--- src/rtl/safe_lock_controller.sv ---
// safe_lock_controller: keypad safe sequencer (entry, check, open, password change).
// Optional lockout after repeated wrong entries is enabled by defining SAFE_LOCKOUT_EN.
module safe_lock_controller #(
    parameter int          PW_LEN      = 6,
    parameter int          MAX_TRIES   = 3,
    parameter int          LOCK_CYCLES = 1000,
    parameter logic [23:0] DEFAULT_PW  = 24'h123456
) (
    input  logic       clk,
    input  logic       reset,
    input  logic       key_valid,
    input  logic [3:0] key_code,
    input  logic       reset_password,
    input  logic       initialize,
    output logic [5:0] password_led,
    output logic [2:0] state,
    output logic       unlock,
    output logic       alarm
);
    typedef enum logic [2:0] {OFF = 3'd0, ENTER = 3'd1, CHECK = 3'd2, OPEN = 3'd3, NEWPW = 3'd4, LOCKOUT = 3'd5} st_t;
    localparam logic [23:0] MASK = 24'hffffff >> (24 - 4 * PW_LEN);
    st_t         cur, nxt;
    logic [23:0] entry, entry_n, pw, pw_n;
    logic [2:0]  cnt, cnt_n;
    logic        digit, star, sharp, full, match, clear_all;
    assign digit = key_valid && key_code < 4'd10;
    assign star  = key_valid && key_code == 4'd10;
    assign sharp = key_valid && key_code == 4'd11;
    assign full  = cnt == 3'(PW_LEN);
    assign match = full && ((entry ^ pw) & MASK) == 24'd0;
`ifdef SAFE_LOCKOUT_EN
    localparam int TW = $clog2(LOCK_CYCLES);
    logic [2:0]    fails, fails_n;
    logic [TW-1:0] timer, timer_n;
    // initialize must not cut a lockout short
    assign clear_all = reset || (initialize && cur != LOCKOUT);
    assign alarm     = cur == LOCKOUT;
`else
    assign clear_all = reset || initialize;
    assign alarm     = 1'b0;
`endif
    assign state        = cur;
    assign unlock       = cur == OPEN;
    assign password_led = (cur == ENTER || cur == NEWPW) ? 6'((7'd1 << cnt) - 7'd1) : (cur == OPEN ? 6'h3f : 6'h00);
    always_ff @(posedge clk) begin
        if (clear_all) begin
            cur   <= OFF;
            entry <= '0;
            cnt   <= '0;
            pw    <= DEFAULT_PW;
`ifdef SAFE_LOCKOUT_EN
            fails <= '0;
            timer <= '0;
`endif
        end else begin
            cur   <= nxt;
            entry <= entry_n;
            cnt   <= cnt_n;
            pw    <= pw_n;
`ifdef SAFE_LOCKOUT_EN
            fails <= fails_n;
            timer <= timer_n;
`endif
        end
    end
    always_comb begin
        nxt     = cur;
        entry_n = entry;
        cnt_n   = cnt;
        pw_n    = pw;
`ifdef SAFE_LOCKOUT_EN
        fails_n = fails;
        timer_n = timer;
`endif
        case (cur)
            OFF: if (sharp) begin
                nxt     = ENTER;
                entry_n = '0;
                cnt_n   = '0;
            end
            ENTER: if (sharp) nxt = CHECK;
            else if (star) begin
                entry_n = '0;
                cnt_n   = '0;
            end else if (digit && !full) begin
                entry_n = {entry[19:0], key_code};
                cnt_n   = cnt + 3'd1;
            end
            CHECK: if (match) begin
                nxt = OPEN;
`ifdef SAFE_LOCKOUT_EN
                fails_n = '0;
`endif
            end else begin
                nxt     = ENTER;
                entry_n = '0;
                cnt_n   = '0;
`ifdef SAFE_LOCKOUT_EN
                fails_n = fails + 3'd1;
                if (fails_n == 3'(MAX_TRIES)) begin
                    nxt     = LOCKOUT;
                    timer_n = TW'(LOCK_CYCLES - 1);
                end
`endif
            end
            OPEN: if (sharp) nxt = OFF;
            else if (reset_password) begin
                nxt     = NEWPW;
                entry_n = '0;
                cnt_n   = '0;
            end
            NEWPW: if (sharp && full) begin
                pw_n = entry;
                nxt  = OPEN;
            end else if (sharp) begin
                entry_n = '0;
                cnt_n   = '0;
            end else if (star) nxt = OPEN;
            else if (digit && !full) begin
                entry_n = {entry[19:0], key_code};
                cnt_n   = cnt + 3'd1;
            end
`ifdef SAFE_LOCKOUT_EN
            LOCKOUT: if (timer == '0) begin
                nxt     = OFF;
                fails_n = '0;
            end else timer_n = timer - 1'b1;
`endif
            default: nxt = OFF;
        endcase
    end
endmodule

--- config.mk ---
export PLATFORM = sky130hd
export DESIGN_NAME = safe_lock_controller
export DESIGN_NICKNAME = d
export VERILOG_FILES = /design/src/rtl/safe_lock_controller.sv
export SDC_FILE = /design/constraint.sdc
export NUM_CORES = 1
export LEC_CHECK = 0
export CAP_MARGIN = 30
export CELL_PAD_IN_SITES_DETAIL_PLACEMENT = 1
export CELL_PAD_IN_SITES_GLOBAL_PLACEMENT = 2
export CORE_MARGIN = 2
export CORE_UTILIZATION = 38
export DETAILED_ROUTE_END_ITERATION = 8
export PLACE_DENSITY = 0.89
export SKIP_LAST_GASP = 1
export SLEW_MARGIN = 20
export SYNTH_ARGS = -nofsm -noshare
export SYNTH_HDL_FRONTEND = slang
export SYNTH_SLANG_ARGS = --single-unit
export TNS_END_PERCENT = 5
--- constraint.sdc ---
create_clock -name clk -period 4 [get_ports clk]
set_input_delay 0.8 -clock clk [delete_from_list [all_inputs] [get_ports clk]]
set_output_delay 0.8 -clock clk [all_outputs]
set_load 0.005 [all_outputs]
# After elaboration in Yosys (flattened, before gate mapping)
# Index checks and enable logic that the tools add are counted.
# word_totals
romBits	0
ff_bits	54
output_inout_bits	11
ram_bits	0
word_cells	75
memories	0
input_bits	9
latchBits	0
# op_classes
n_mul	0
add_sub_neg	2
n_lt_le_gt_ge	1
eq_ne	18
n_reduce_logical	15
shifts	1
div_mod_pow	0
muxes	33
n_bitwise	1
# op_table
cell	n
2-to-1 mux 24 bit	10
one-hot mux 24 bit (5 select lines)	1
2-to-1 mux 3 bit	17
one-hot mux 3 bit (5 select lines)	2
logical NOT 24 bit	1
XOR 24 bit	1
inequality test 2 bit (second input constant)	7
2-to-1 mux 6 bit	2
inequality test 3 x 2 -> 1 bit (second input constant)	3
== test 4 bit (second input constant)	2
AND reduction 8 bit	1
== test 3 x 2 -> 1 bit (second input constant)	2
== test 3 bit (second input constant)	2
logical AND 1 bit	6
<< shifter 1 x 3 -> 6 bit (first input constant)	1
subtractor 6 x 1 -> 6 bit (second input constant)	1
AND reduction 5 bit	1
nonzero test 5 bit	1
less-than comparator 4 bit (second input constant)	1
adder 3 x 1 -> 3 bit (second input constant)	1
== test 3 x 1 -> 1 bit (second input constant)	1
logical NOT 3 bit	1
inequality test 3 bit (second input constant)	1
logical OR 1 bit	2
other kinds (3)	3

# Longest topological paths before layout
# Gate-level depths: netlist (run 1).
# depth
depth_word	8
depth_mapped	10
mapped_depth_nobuf	8

# Least setup slack after synthesis (run 1)
# Ideal clock, no wire load.
# synth_path
kind	in2reg
startpoint	input key_code[2]
endpoint	register cnt[2]
slack_ns	1.697
n_path_buf	2
t_arrival_ns	2.243
setup_ns	0.059
path_stages	8
t_required_ns	3.941
cell_sequence	and4b_2 > nand2_2 > a221oi_2 > and2_1 > and3_1 > buf_4 > buf_6 > a22o_1
# synth_between
elab_chain_cells	8
elab_cells_between_ends	21
classes_between	order compare (1); eq/ne (7); mux (7); reduce/logical (6)
# synth_rtl
item	line	source
from (decl)	12	input logic [3:0] key_code,
less-than comparator 4 bit	26	assign digit = key_valid && key_code < 4'd10;
logical AND 1 bit	26	
logical AND 1 bit	85, 119	
2-to-1 mux 3 bit (2 in a row)	--	
2-to-1 mux 3 bit	115	end else if (sharp) begin
2-to-1 mux 3 bit	112	NEWPW: if (sharp && full) begin
one-hot mux 3 bit (5 select lines)	75	case (cur)
to (signal assigned)	58	cnt <= cnt_n;
to (decl)	24	logic [2:0] cnt, cnt_n;
# Parallel ways exist; a longest one is shown, timed or not. The select of a mux whose other input is x is not followed.
# A chain may end at the register's enable or synchronous reset.

# Worst setup path in the final report (run 1)
# layout_path
startpoint	register cnt[1]
endpoint	output password_led[3]
# layout_between
elab_chain_cells	3
# layout_rtl
item	line	source
<< shifter 1 x 3 -> 6 bit	44	assign password_led = (cur == ENTER || cur == NEWPW) ? 6'((7'd1 << cnt) - 7'd1) : (cur == OPEN ? 6'h3f : 6'h00 ...
subtractor 6 x 1 -> 6 bit	44	
2-to-1 mux 6 bit	44	
to (decl)	15	output logic [5:0] password_led,
# No other way between the ends.

==> results of run 1 <==
-- power by group through the flow --
stage / sequential (uW) / clock [uW] / combinational (uW)
final: 538 / 320 / 30.3
after global routing: 538 / 347 / 33.3
after CTS: 538 / 326 / 30.5
after detailed placement: 550 / 0 / 30.4
after global placement: 550 / 0 / 29.9
after floorplan: 550 / 0 / 17.2
-- kinds of logic (layout without fill, tap and decap cells) --
group,after synthesis,after routing
and+or+nand+nor,103,103
AOI/OAI and AO/OA,69,69
DFF,54,54
xor gates and xnor gates,26,26
buffers and inverters,25,36
adders and majority gates,5,5
muxes,2,2
other,1,1
-- tightest hold or removal path: stages (launching register included) --
cell	delay [ns]
dfxtp_1	0.33
nand2_1	0.05
a21oi_1	0.05
-- cells in the mapped netlist, drive strengths merged, types with 2 or more instances --
| cell | count | area, sq um |
|---|---|---|
| buf | 9 | 81.32 |
| nor3 | 7 | 35.03 |
| inv | 7 | 26.27 |
| o22ai | 3 | 18.77 |
| o32ai | 2 | 17.52 |
| dfxtp | 54 | 1081 |
| xnor2 | 24 | 210.2 |
| and2 | 2 | 12.51 |
| mux2 | 2 | 22.52 |
| a22o | 24 | 210.2 |
| nand4 | 6 | 37.54 |
| ha | 5 | 62.56 |
| and3 | 2 | 12.51 |
| or3 | 2 | 12.51 |
| xor2 | 2 | 17.52 |
| a21oi | 26 | 130.1 |
| o21ai | 6 | 30.02 |
| nand3 | 10 | 50.05 |
| clkbuf | 9 | 33.78 |
| nor2 | 12 | 47.55 |
| nand2 | 54 | 205.2 |
-- per-stage QoR --
| step | util (%) | setup slack, ns | hold WS [ns] | std cells |
|---|---|---|---|---|
| finish | 43.81 | 0.8321 | 0.4728 | 373 |
| global route | 43.81 | 0.6157 | 0.5004 | 373 |
| CTS | 43.81 | 0.7826 | 0.4768 | 373 |
| detailed placement | 42.32 | 0.7277 | 0.4634 | 365 |
| global placement | 42.32 | 0.8072 | 0.4541 | 365 |
| floorplan | - | 1.697 | 0.4488 | 285 |
-- routing by layer --
| layer | track usage [%] | vias up |
|---|---|---|
| li1 | - | 1011 |
| met1 | 22.98 | 980 |
| met2 | 26.99 | 17 |
| met3 | 2.626 | 7 |
| met4 | 6.926 | 0 |
| met5 | 0 | - |
-- registers in the layout, indices dropped and copies added (netlist names) --
register	cells
cnt	3
entry	24
pw	24
state	3
-- worst min path at each step --
stage / end / slack [ns] / depth (start not counted)
after floorplan: pw[11]$_SDFFE_PP0P_ / 0.45 / 2
after global placement: pw[11]$_SDFFE_PP0P_ / 0.45 / 2
after detailed placement: pw[11]$_SDFFE_PP0P_ / 0.46 / 2
after CTS: pw[11]$_SDFFE_PP0P_ / 0.48 / 2
after global routing: pw[3]$_SDFFE_PP0P_ / 0.50 / 2
final: pw[11]$_SDFFE_PP0P_ / 0.47 / 2
-- area by class of cell --
class                           instances  area share [%]
Timing Repair Buffer                   21           7.245
Clock inverter                          2          0.4472
Inverter                                7          0.9392
Tap cell                               77           3.444
Sequential cell                        54           38.64
Multi-Input combinational cell        206           46.33
Clock buffer                            6           2.952
==> flow_summary_export.csv, run 1 <==
group,metric,value,unit
route,drc_errors,0,
worst_setup_path,critPathTopFamily,"buffers and inverters",
worst_setup_path,worstSetupPathType,"reg -> out",
clock_network,h-tree-depth,2,
global_routing,antenna_found_initial,0,
global_routing,grt_start_max_net_pins,26,
power_and_ir_drop,clkPwrFrac,36.0,%
placement,portBuffers,18,
clock_network,cts_sinks,54,
synth,synth_cell_types,44,
synth,yosys.area_share.xor_xnor,9.059,%
route,drtIter0Drc,95,
clock_network,cts.clk_slew.worst_paths,0.10,ns
worst_setup_path,r2r_start,"cnt[1]$_SDFFE_PP0P_",
worst_setup_path,worst_ep_arrival_time,2.37,ns
power_and_ir_drop,p_per_area,317.4,nW/um^2
synth,postSynthCellCount,285,
clock_network,clockRootBuffer,"clkbuf_8",
worst_setup_path,start_kind,"flip-flop",
sta,relSlewSlack,38.24,%
clock_network,insertion_delay,0.31,ns
route,totalWireLength,5753,microns
power_and_ir_drop,switching_share,22.41,%
die,start_util,39.36,%
global_routing,grt_overflow,0,
power_and_ir_drop,p_leak,0.0009535,uW
outcome,status,"finished, final reports clean",
finish,seq_area,1081,sq um
finish,drive_gt1_share,7.770,%
die,core-area,6386,sq um
synth,synthMuxAreaShare,0.8960,%
worst_setup_path,reg2reg_depth,7,
clock_network,cts_resized,0,
finish,most-common-layout-cells,"dfxtp_1, nand2_1, a21oi_1",
placement,hpwlAfterDp,3949,microns
route,met2_length,2680,microns
die,fp.dieArea,7281,sq um
clock_network,cts_buffer_depth,2,
worst_setup_path,reg2reg_slack,1.16,ns
global_routing,grt_pass1_vias,1973,
synth,synthSimpleGateAreaFrac,19.21,%
sta,finClkSkew,0.008854,ns
power_and_ir_drop,peakVddDrop,184.0,uV
clock_network,cts_setup_buffers,0,
sta,setup_viol,0,
synth,ys.flop_type,"dfxtp_1",
route,via_count,2015,
sta,slew_violations,0,
worst_setup_path,worstSetupEndpoint,"password_led[3]",
finish,final_common_cell,"dfxtp_1",
finish,area_growth,11.30,%
clock_network,cts_made_buffers,5,
synth,synthArstFlopShare,0,%
synth,yosysWarnings,0,
worst_setup_path,cp_slowest_cell,"clkdlybuf4s50_1",
placement,place.gp.congestion,0.7810,
worst_hold_path,hp-start,"pw[11]$_SDFFE_PP0P_",
synth,avgSynthCellArea,8.820,sq um
finish,n_antenna_cell,0,
power_and_ir_drop,switchingPower,199.0,uW
finish,nets,309,
synth,yosys.area_share.adder,2.489,%
sta,finalSetupTns,0,ns
synth,ys_seq_area_share,43.01,%
worst_setup_path,critical_path_buf_inv_count,2,
job,max-cap-violations,0,
finish,fillers,756,
worst_setup_path,endpoint_kind,"primary output",
die,io_pins,20,
global_routing,grt_pass1_wl,9742,microns
worst_setup_path,path_depth,8,
synth,netlist_area,2514,sq um
placement,postPlaceCellArea,2703,sq um
clock_network,cts_tree,"yes",
route,highest_layer,"met4",
route,wl_per_cell,15.42,microns
worst_setup_path,cp-startpoint,"cnt[1]$_SDFFE_PP0P_",
synth,synth_top_family_by_area,"compound AO/OA/AOI/OAI gates",
worst_setup_path,reg2reg_to,"cnt[0]$_SDFFE_PP0P_",
synth,syn-num-nets,299,
sta,worst_pin_slew,0.9264,ns
clock_network,ctsHoldBuffers,0,
power_and_ir_drop,p_int,689.0,uW
power_and_ir_drop,seq_power_share,60.5,%
route,first_pass_iters,4,
finish,stdcell_area,2798,sq um
sta,rsz0062_at_grt,"no",
route,met1Wirelength,2865,microns
route,avgViaCountPerCell,5.402,
sta,fmax,315.7,MHz
route,dr_wl_met3,107,microns
sta,finalCritPeriodShare,79.20,%
finish,multi_input_area,1296,sq um
worst_setup_path,cpPeakStageDelay,0.51,ns
global_routing,grt_use_total,16.97,%
power_and_ir_drop,finalPower,888.0,uW
power_and_ir_drop,pwr-share-comb,3.4,%
worst_hold_path,min_path_type,"reg -> reg",
sta,hold_violations,0,
worst_setup_path,cp.required,3.20,ns
worst_setup_path,cp_max_fo,8,
synth,ys_ff_latch,54,
synth,synth_edf_count,0,
die,rows,29,
synth,synth_compound_area_share,19.56,%
die,die_x,85.33,microns
worst_setup_path,path_cells,"inv_1 > ha_1 > nor3_1 > nor2_1 > xor2_1 > a21oi_1 > o21bai_1 > clkdlybuf4s50_1",
die,die_h,85.33,microns
route,ant_nets,0,
sta,min_period,3.168,ns
Note: power is estimated with default switching activity, not from simulation.
==> run 2: changes to the inputs <==
--- a/config.mk
+++ b/config.mk
@@ -9,9 +9,9 @@
 export CELL_PAD_IN_SITES_DETAIL_PLACEMENT = 1
 export CELL_PAD_IN_SITES_GLOBAL_PLACEMENT = 2
 export CORE_MARGIN = 2
-export CORE_UTILIZATION = 38
+export CORE_UTILIZATION = 35
 export DETAILED_ROUTE_END_ITERATION = 8
-export PLACE_DENSITY = 0.89
+export PLACE_DENSITY = 0.83
 export SKIP_LAST_GASP = 1
 export SLEW_MARGIN = 20
 export SYNTH_ARGS = -nofsm -noshare
==> constraint.sdc (replaced) <==
create_clock -name clk -period 3.2 [get_ports clk]
set_input_delay 0.64 -clock clk [delete_from_list [all_inputs] [get_ports clk]]
set_output_delay 0.64 -clock clk [all_outputs]
set_load 0.005 [all_outputs]
==> flow_summary_export.csv, run 2 (same netlist as run 1, synthesis figures left out) <==
group,metric,value,unit
route,drc_errors,0,
outcome,status,"finished, final reports clean",
clock_network,clockRootBuffer,"clkbuf_8",
worst_hold_path,min_path_type,"reg -> reg",
worst_setup_path,cp.required,2.56,ns
worst_setup_path,cp_max_fo,8,
finish,drive_gt1_share,8.389,%
worst_setup_path,cp-startpoint,"cnt[1]$_SDFFE_PP0P_",
worst_setup_path,reg2reg_slack,0.68,ns
placement,hpwlAfterDp,4317,microns
route,totalWireLength,6185,microns
clock_network,cts_sinks,54,
power_and_ir_drop,p_per_area,382.6,nW/um^2
route,ant_nets,0,
finish,multi_input_area,1296,sq um
sta,setup_viol,0,
placement,pre_cts_ws,0.2899,ns
finish,reg.largest.list,"entry x24, pw x24",
clock_network,cts.clk_slew.worst_paths,0.10,ns
global_routing,grt_pass1_wl,10670,microns
clock_network,cts_made_buffers,5,
global_routing,grt_pass1_vias,2082,
power_and_ir_drop,peakVddDrop,263.9,uV
job,max-cap-violations,0,
die,rows,30,
worst_setup_path,reg2reg_depth,8,
route,drtIter0Drc,106,
die,die_x,88.75,microns
worst_setup_path,critical_path_buf_inv_count,2,
route,wl_per_cell,15.70,microns
die,die_h,88.75,microns
die,io_pins,20,
route,via_count,2025,
clock_network,h-tree-depth,2,
worst_setup_path,reg2reg_to,"cnt[0]$_SDFFE_PP0P_",
global_routing,grt_start_max_net_pins,26,
placement,place.gp.congestion,0.7948,
worst_setup_path,worstSetupPathType,"reg -> out",
global_routing,antenna_found_initial,0,
sta,finalSetupTns,0,ns
finish,nets,312,
global_routing,grt_use_total,17.67,%
sta,fin_ws,0.1946,ns
finish,fillers,804,
worst_setup_path,start_kind,"flip-flop",
clock_network,cts_tree,"yes",
sta,min_period,3.005,ns
sta,finClkSkew,0.007358,ns
worst_hold_path,hold_end,"pw[15]$_SDFFE_PP0P_",
route,avgViaCountPerCell,5.140,
worst_hold_path,whs_path_depth,2,
placement,portBuffers,18,
clock_network,cts_resized,0,
worst_setup_path,endpoint_kind,"primary output",
sta,rsz0062_at_grt,"no",
worst_hold_path,hp-start,"pw[15]$_SDFFE_PP0P_",
sta,finalCritPeriodShare,93.92,%
sta,relSlewSlack,66.59,%
worst_setup_path,critPathTopFamily,"buffers and inverters",
worst_setup_path,worst_ep_arrival_time,2.37,ns
global_routing,grt_overflow,0,
finish,area_growth,13.19,%
finish,n_antenna_cell,0,
clock_network,cts_buffer_depth,2,
sta,worst_pin_slew,0.5005,ns
finish,final_common_cell,"dfxtp_1",
clock_network,insertion_delay,0.31,ns
clock_network,ctsHoldBuffers,0,
finish,seq_area,1081,sq um
die,start_util,36.59,%
sta,fmax,332.7,MHz
worst_setup_path,path_cells,"inv_1 > ha_1 > nor3_1 > nor2_1 > xor2_1 > a21oi_1 > o21bai_1 > clkdlybuf4s50_1",
clock_network,cts_setup_buffers,0,
sta,slew_violations,0,
die,fp.dieArea,7876,sq um
power_and_ir_drop,p_leak,0.0009609,uW
route,first_pass_iters,4,
worst_setup_path,cp_slowest_cell,"clkdlybuf4s50_1",
sta,hold_violations,0,
finish,most-common-layout-cells,"dfxtp_1, nand2_1, a21oi_1",
worst_setup_path,r2r_start,"cnt[1]$_SDFFE_PP0P_",
power_and_ir_drop,finalPower,1089,uW
worst_setup_path,cpPeakStageDelay,0.51,ns
die,core-area,6869,sq um
==> run 2: worst max-delay path by stage <==
stage                          end  slack, ns  cells past startpoint
2_1_floorplan  cnt[2]$_SDFFE_PP0P_       1.06                      8
3_3_place_gp   cnt[0]$_SDFFE_PP0P_       0.35                      8
3_5_place_dp   cnt[0]$_SDFFE_PP0P_       0.29                      8
4_1_cts            password_led[3]       0.17                      8
5_1_grt            password_led[3]       0.05                      8
6_report           password_led[3]       0.19                      8
==> run 2: routing by layer <==
| layer | up-vias | wire length [microns] | global-route usage (%) |
|---|---|---|---|
| met5 | - | 0 | 0 |
| met4 | 0 | 55 | 4.683 |
| met3 | 6 | 120 | 3.172 |
| met2 | 18 | 2955 | 29.31 |
| met1 | 987 | 3055 | 23.71 |
| li1 | 1014 | - | - |
==> run 2: report_power, final <==
part / total, uW / internal [uW] / switching, uW
clock: 375 / 150 / 225
combinational: 41.4 / 17.9 / 23.4
sequential: 672 / 672 / 0.442
==> run 2: through the flow <==
step | instances | hold slack (ns) | utilization [%] | cell area, sq um
final | 394 | 0.4732 | 41.42 | 2845
after global routing | 394 | 0.5061 | 41.42 | 2845
after CTS | 394 | 0.4762 | 41.42 | 2845
after detailed placement | 387 | 0.4616 | 40.20 | 2761
after global placement | 387 | 0.4540 | 40.20 | 2761
after floorplan | 285 | 0.4488 | - | 2514
==> run 2: area by class of cell <==
| type | instances | share of cell area (%) |
|---|---|---|
| Multi-Input combinational cell | 206 | 45.56 |
| Sequential cell | 54 | 37.99 |
| Timing Repair Buffer | 24 | 8.355 |
| Tap cell | 96 | 4.222 |
| Clock buffer | 5 | 2.419 |
| Inverter | 7 | 0.9235 |
| Clock inverter | 2 | 0.5277 |
==> run 2: worst min-delay path, cell delays in order (launching register included) <==
cell and delay [ns]:
dfxtp_1 0.33, nand2_1 0.05, a21oi_1 0.05
